`src/rtl/match_window_counter_pkg.sv`:
```
// match_pkg: shared types and helpers for match_window_counter.
//   out_state_t : state of the single-entry output register
//   sat_inc     : increment that sticks at 2^width-1
package match_pkg;

  typedef enum logic {
    OUT_EMPTY = 1'b0,
    OUT_FULL  = 1'b1
  } out_state_t;

  // Increment value by one, holding at 2^width-1 once it gets there.
  function automatic logic [31:0] sat_inc(input logic [31:0] value,
                                          input int unsigned width);
    logic [31:0] limit;
    limit = (width >= 32) ? 32'hFFFF_FFFF : ((32'd1 << width) - 32'd1);
    return (value >= limit) ? limit : value + 32'd1;
  endfunction

endpackage

```
`src/rtl/match_window_counter_window_timer.sv`:
```
// window_timer: free-running mod-WINDOW cycle counter.
// Ports:
//   clk   in   clock
//   rst   in   synchronous active-high reset, forces wcnt to 0
//   wcnt  out  current window cycle, 0..WINDOW-1
//   last  out  high in the final cycle of the window (wcnt == WINDOW-1)
module window_timer
  import match_pkg::*;
#(
  parameter int WINDOW = 16,
  parameter int WCNT_W = (WINDOW > 1) ? $clog2(WINDOW) : 1
) (
  input  logic              clk,
  input  logic              rst,
  output logic [WCNT_W-1:0] wcnt,
  output logic              last
);

  assign last = (wcnt == WCNT_W'(WINDOW - 1));

  always_ff @(posedge clk) begin
    if (rst) begin
      wcnt <= '0;
    end else if (last) begin
      wcnt <= '0;
    end else begin
      wcnt <= wcnt + WCNT_W'(1);
    end
  end

endmodule

```
`src/rtl/match_window_counter.sv`:
```
// match_window_counter: counts match pulses over fixed windows of WINDOW
// cycles and hands each window's count to a reader through a single-entry
// valid/ready register. A window result that arrives while the previous one
// is still unconsumed is discarded and flagged on dropped.
//
// Optional feature: define MATCH_WINDOW_ALARM_EN to add the THRESH parameter
// and the registered alarm output (set when a loaded result >= THRESH).
//
// Ports:
//   clk        in   clock
//   rst        in   synchronous active-high reset
//   match_in   in   match pulse, sampled every cycle
//   cnt_out    out  count of the last completed window
//   cnt_valid  out  cnt_out holds an unconsumed result
//   cnt_ready  in   reader accepts cnt_out when cnt_valid && cnt_ready
//   dropped    out  one-cycle pulse: a completed window result was discarded
//   alarm      out  (MATCH_WINDOW_ALARM_EN only) last loaded result >= THRESH
//
// Output register states:
//   state     | meaning
//   OUT_EMPTY | no unconsumed result; next window close loads cnt_out
//   OUT_FULL  | cnt_out valid and held until handshake
module match_window_counter
  import match_pkg::*;
#(
  parameter int WINDOW = 16,
  parameter int CNT_W  = 5
`ifdef MATCH_WINDOW_ALARM_EN
  ,
  parameter int THRESH = 8
`endif
) (
  input  logic             clk,
  input  logic             rst,
  input  logic             match_in,
  output logic [CNT_W-1:0] cnt_out,
  output logic             cnt_valid,
  input  logic             cnt_ready,
`ifdef MATCH_WINDOW_ALARM_EN
  output logic             alarm,
`endif
  output logic             dropped
);

  localparam int WCNT_W = (WINDOW > 1) ? $clog2(WINDOW) : 1;

  logic [WCNT_W-1:0] wcnt;
  logic              last;
  logic [CNT_W-1:0]  acc;
  logic [CNT_W-1:0]  acc_cur;
  logic [CNT_W-1:0]  acc_next;
  logic              load_en;
  out_state_t        state;

  window_timer #(
    .WINDOW (WINDOW),
    .WCNT_W (WCNT_W)
  ) u_timer (
    .clk  (clk),
    .rst  (rst),
    .wcnt (wcnt),
    .last (last)
  );

  // acc still holds the previous window's total during cycle 0; treating it
  // as zero there restarts the count without a separate clear on close.
  assign acc_cur  = (wcnt == '0) ? '0 : acc;
  assign acc_next = match_in ? CNT_W'(sat_inc(32'(acc_cur), CNT_W)) : acc_cur;

  // A close loads cnt_out unless an unconsumed result is still sitting there.
  assign load_en  = last && ((state == OUT_EMPTY) || cnt_ready);

  always_ff @(posedge clk) begin
    if (rst) begin
      acc       <= '0;
      state     <= OUT_EMPTY;
      cnt_out   <= '0;
      cnt_valid <= 1'b0;
      dropped   <= 1'b0;
    end else begin
      acc     <= acc_next;
      dropped <= 1'b0;
      case (state)
        OUT_EMPTY: begin
          if (load_en) begin
            cnt_out   <= acc_next;
            cnt_valid <= 1'b1;
            state     <= OUT_FULL;
          end
        end
        OUT_FULL: begin
          if (last) begin
            // Simultaneous close and handshake swaps in the new result.
            if (load_en) begin
              cnt_out <= acc_next;
            end else begin
              dropped <= 1'b1;
            end
          end else if (cnt_ready) begin
            cnt_valid <= 1'b0;
            state     <= OUT_EMPTY;
          end
        end
        default: begin
          cnt_valid <= 1'b0;
          state     <= OUT_EMPTY;
        end
      endcase
    end
  end

`ifdef MATCH_WINDOW_ALARM_EN
  // Tracks the most recently loaded result only; handshakes leave it alone.
  always_ff @(posedge clk) begin
    if (rst) begin
      alarm <= 1'b0;
    end else if (load_en) begin
      alarm <= (32'(acc_next) >= 32'(THRESH));
    end
  end
`endif

endmodule
```
`config.mk`:
```
export PLATFORM = sky130hd
export DESIGN_NAME = match_window_counter
export DESIGN_NICKNAME = d
export VERILOG_FILES = /design/src/rtl/match_window_counter_pkg.sv /design/src/rtl/match_window_counter_window_timer.sv /design/src/rtl/match_window_counter.sv
export SDC_FILE = /design/constraint.sdc
export NUM_CORES = 1
export LEC_CHECK = 0
export CAP_MARGIN = 30
export CORE_ASPECT_RATIO = 1.1
export CORE_UTILIZATION = 55
export DETAILED_ROUTE_END_ITERATION = 8
export DONT_BUFFER_PORTS = 1
export PLACE_DENSITY_LB_ADDON = 0.1
export REMOVE_ABC_BUFFERS = 1
export SLEW_MARGIN = 25
export SYNTH_ARGS = -nofsm -noshare
export SYNTH_HDL_FRONTEND = slang
export SYNTH_SLANG_ARGS = --single-unit
export TNS_END_PERCENT = 1
```
`constraint.sdc`:
```
create_clock -name clk -period 4.75 [get_ports clk]
set_clock_uncertainty 0.2 [all_clocks]
set_input_delay 0.7125 -clock clk [delete_from_list [all_inputs] [get_ports clk]]
set_output_delay 0.7125 -clock clk [all_outputs]
set_load 0.05 [all_outputs]
```
==> summary.md <==
| Metric | Value |
|---|---|
| Number of buffers added for setup after CTS | 0 |
| GRT Total Usage | 0.195 |
| First-pass GRT wire length | 2.21 mm |
| Count of final max-slew check failures | 0 |
| Setup violations, final | 0 |
| Setup Slack @ Placement | about 1.8 ns |
| Flip-flop and latch count after synthesis | 17 |
| Drt first-iter violations | 4 |
| Floorplan die height | approximately 43 um |
| Setup repair after global routing missed its margin | false |
| Clock net sink count | 17 |
| Cell family with the largest share of critical-path delay | simple AND/OR/NAND/NOR gates |
| Fraction of synthesized cell area taken by the top area cell type | 0.401 |
| Power density normalized to cell area | slightly below 300 nW/um2 |
| Most numerous cell in the Yosys netlist | sky130_fd_sc_hd__dfxtp_1 |
| Top achievable clock speed | roughly 330 MHz |
| Synth area leaders | sky130_fd_sc_hd__dfxtp_1 (40%), sky130_fd_sc_hd__ha_1 (5.9%), sky130_fd_sc_hd__nor2_1 (5.8%) |
| Final antenna-violating net count | 0 |
| Sum of buffers and inverters on the critical path | 1 |
| Tightest Pin Transition | approximately 0.67 ns |
| Synth Warn # | 0 |
| Arrival time at the worst endpoint | between 2 and 3 ns |
| Share of synthesized registers carrying an async set or reset | 0 |
| Final Hold Violating Endpoints | 0 |
| Share of final-layout standard cells stronger than drive strength 1 | 0.154 |
| Net Sw Frac | 0.241 |
| Slowest cell on crit path | sky130_fd_sc_hd__nor3b_2 |
| Sw power | 0.0588 mW |
| Count of antenna diodes in the layout | 0 |
| Post-layout util | 0.599 |
| Worst-path fanout max | 11 |
| DRC violations left | 0 |
| Buffer cell driving the clock tree root | sky130_fd_sc_hd__clkbuf_4 |
| Average size of a mapped cell | 9.22 um2 |
| Number of buffers inserted by port buffering | 0 |
| Post-Syn Instances | 92 |
| Part of the total power dissipated in sequential elements | 0.612 |
| Clock Latency Late Sink | 0.30 ns |
| Detailed-route via count | slightly above 600 |
| Leak Pwr | about 0.29 nW |
| Vias/cell | roughly 5.7 |
| Category of the worst setup path launch point | flip-flop |
| Critical Path Most Common Cell | sky130_fd_sc_hd__ha_1 |
| Number of flops mapped to enable cells by yosys | 0 |
| Routed wirelength normalized by instance count | 12.2 um |
| RePlAce Congestion | between 0.6 and 0.7 |
| Final Cycle Share | 0.628 |
| Proportion of power drawn by the clock network | 0.318 |
| Design area | approximately 840 um2 |
| Total half-perimeter wirelength after legalization and detailed placement | ~950 um |
| Most used DFF post-synth | sky130_fd_sc_hd__dfxtp_1 |
| Worst voltage drop across the vdd grid | between 0.15 and 0.2 mV |
| First-pass DRT Iterations | 4 |
| Placeable core area | approximately 1400 um2 |
| Max-cap viol count | 0 |
| GRT overflow | 0 |
| Critical path's largest stage delay | approximately 0.56 ns |
| Area added between synthesis and finish | -1.03% |
| Clock-pin slew on the worst setup and hold paths | 0.10 ns |
| Share of synthesized area occupied by flip-flops and latches | 0.401 |
| Number of filler cells placed in the layout | about 130 |
| Class of the worst hold path | in2reg |
| Initial Util | 0.605 |
| Pint | ~0.18 mW |
| Number of nets in the final layout | 100 |
| Cell area after synthesis | 848 um2 |
| Max_slew headroom | 0.549 |
| Pin count of the biggest net entering global routing | 18 |
| Critical path class | reg2reg |
| Final total power | about 0.24 mW |
| Number of H-tree levels | 1 |
| Unique cell type count in the Yosys netlist | 32 |
| DP Area | between 800 and 900 um2 |
| Cell count after placement | slightly above 100 |
| Cell type with the highest aggregate area in the netlist | sky130_fd_sc_hd__dfxtp_1 |
| FP Rows | 14 |
| Cts bufs inserted | 3 |
| Post-Route Setup TNS | 0 ns |
| Detailed-route wire length | 1.31 mm |
| Cell types with the highest counts after synthesis | sky130_fd_sc_hd__dfxtp_1 (17), sky130_fd_sc_hd__nor2_1 (13), sky130_fd_sc_hd__nor3_1 (6) |
| Number of antenna violations at the first check in global routing | 0 |
| Cell-by-cell trace of the critical path | inv_1 -> ha_1 -> nor3b_2 -> nor2b_1 -> ha_1 -> nand2_1 -> nor3_1 -> ha_1 -> or4_4 -> a21oi_2 -> a211oi_2 |
| Maximum clock insertion buffer count | 2 |
| Cts repair resizes | 0 |
| CP required | about 4.7 ns |
| Min Tclk post-route | 2.99 ns |
| Slack of the critical path | 1.76 ns |
| Status | finished, final reports clean |
| Nature of the critical path endpoint | flip-flop |
| Hold buffers post-CTS | 0 |
| Number of top-level pins | 11 |
| Final std cells w/o fill | between 100 and 150 |
| Post-route worst hold slack | 0.260 ns |
| Combinational Power Share | 0.069 |
| Chip Width | about 40 um |
| Number of global-route vias before repair | 512 |
| Die area | 1700 um2 |
| TritonCTS clock tree | built |
## state kept, by name (all words and copies together), names as in the netlist
name	flops
acc	5
cnt_out	5
u_timer.wcnt	4
cnt_valid	1
dropped	1
state	1
## cells by family (layout without fill, tap and decap cells)
kind of cell             Yosys count  count (layout)  share of synthesized area
flip-flops                        17              17                      0.401
adder cells (fa/ha/maj)            4               4                     0.0590
XOR/XNOR                           1               1                     0.0103
buffers and inverters             10               9                     0.0885
AO/OA/AOI/OAI                     21              21                      0.186
AND/OR/NAND/NOR                   39              39                      0.255
## cell usage in the layout (no fill, tap or decap)
cell	count
sky130_fd_sc_hd__dfxtp_1	17
sky130_fd_sc_hd__nor2_1	13
sky130_fd_sc_hd__nor3_1	6
sky130_fd_sc_hd__inv_1	5
sky130_fd_sc_hd__nand2_1	5
sky130_fd_sc_hd__a21oi_1	5
sky130_fd_sc_hd__o21ai_0	5
sky130_fd_sc_hd__nor2b_1	4
sky130_fd_sc_hd__ha_1	4
sky130_fd_sc_hd__a211oi_2	3
sky130_fd_sc_hd__clkbuf_4	3
sky130_fd_sc_hd__nand2b_1	2
sky130_fd_sc_hd__nor3b_2	1
sky130_fd_sc_hd__and3_1	1
sky130_fd_sc_hd__xnor2_1	1
sky130_fd_sc_hd__nand4_2	1
sky130_fd_sc_hd__a211o_1	1
sky130_fd_sc_hd__or4_4	1
sky130_fd_sc_hd__nor3_2	1
sky130_fd_sc_hd__a21oi_2	1
sky130_fd_sc_hd__o21ai_1	1
sky130_fd_sc_hd__o22a_1	1
sky130_fd_sc_hd__or4_1	1
sky130_fd_sc_hd__and2_4	1
sky130_fd_sc_hd__o21a_1	1
sky130_fd_sc_hd__a211oi_1	1
sky130_fd_sc_hd__nand3_1	1
sky130_fd_sc_hd__a311oi_1	1
sky130_fd_sc_hd__a311oi_2	1
sky130_fd_sc_hd__nor3b_1	1
sky130_fd_sc_hd__clkinv_2	1
## routing by layer
metal | track usage | vias to the layer above | part of all wire
met5 | 0 | - | 0
met4 | 0.145 | 0 | 0.038
met3 | 0.0471 | 7 | 0.031
met2 | 0.262 | 10 | 0.43
met1 | 0.259 | 272 | 0.50
li1 | - | 317 | -
## cell type report
class | instances | area [um2] | share of cell area
Sequential cell | 17 | 340 | 0.405
Multi-Input combinational cell | 65 | 433 | 0.516
Clock inverter | 1 | 5.00 | 0.00596
Inverter | 5 | 18.8 | 0.0224
Clock buffer | 3 | 22.5 | 0.0268
Tap cell | 16 | 20.0 | 0.0238
## power by group through the flow
stage          Combinational, mW  Sequential [mW]  Clock [mW]
2_1_floorplan             0.0143            0.152           0
3_3_place_gp              0.0165            0.152           0
3_5_place_dp              0.0169            0.152           0
4_1_cts                   0.0169            0.149      0.0797
5_1_grt                   0.0196            0.150      0.0845
6_report                  0.0169            0.149      0.0775
## worst paths after layout
kind	startpoint	endpoint	slack (ns)	depth (start not counted)
min reg2reg	state	cnt_valid	0.29	1
max	u_timer.wcnt[0]	cnt_out[2]	1.76	11
max reg2reg	u_timer.wcnt[0]	cnt_out[2]	1.76	11
min	rst	cnt_out[0]	0.26	1
(Power assumes the default switching activity.)
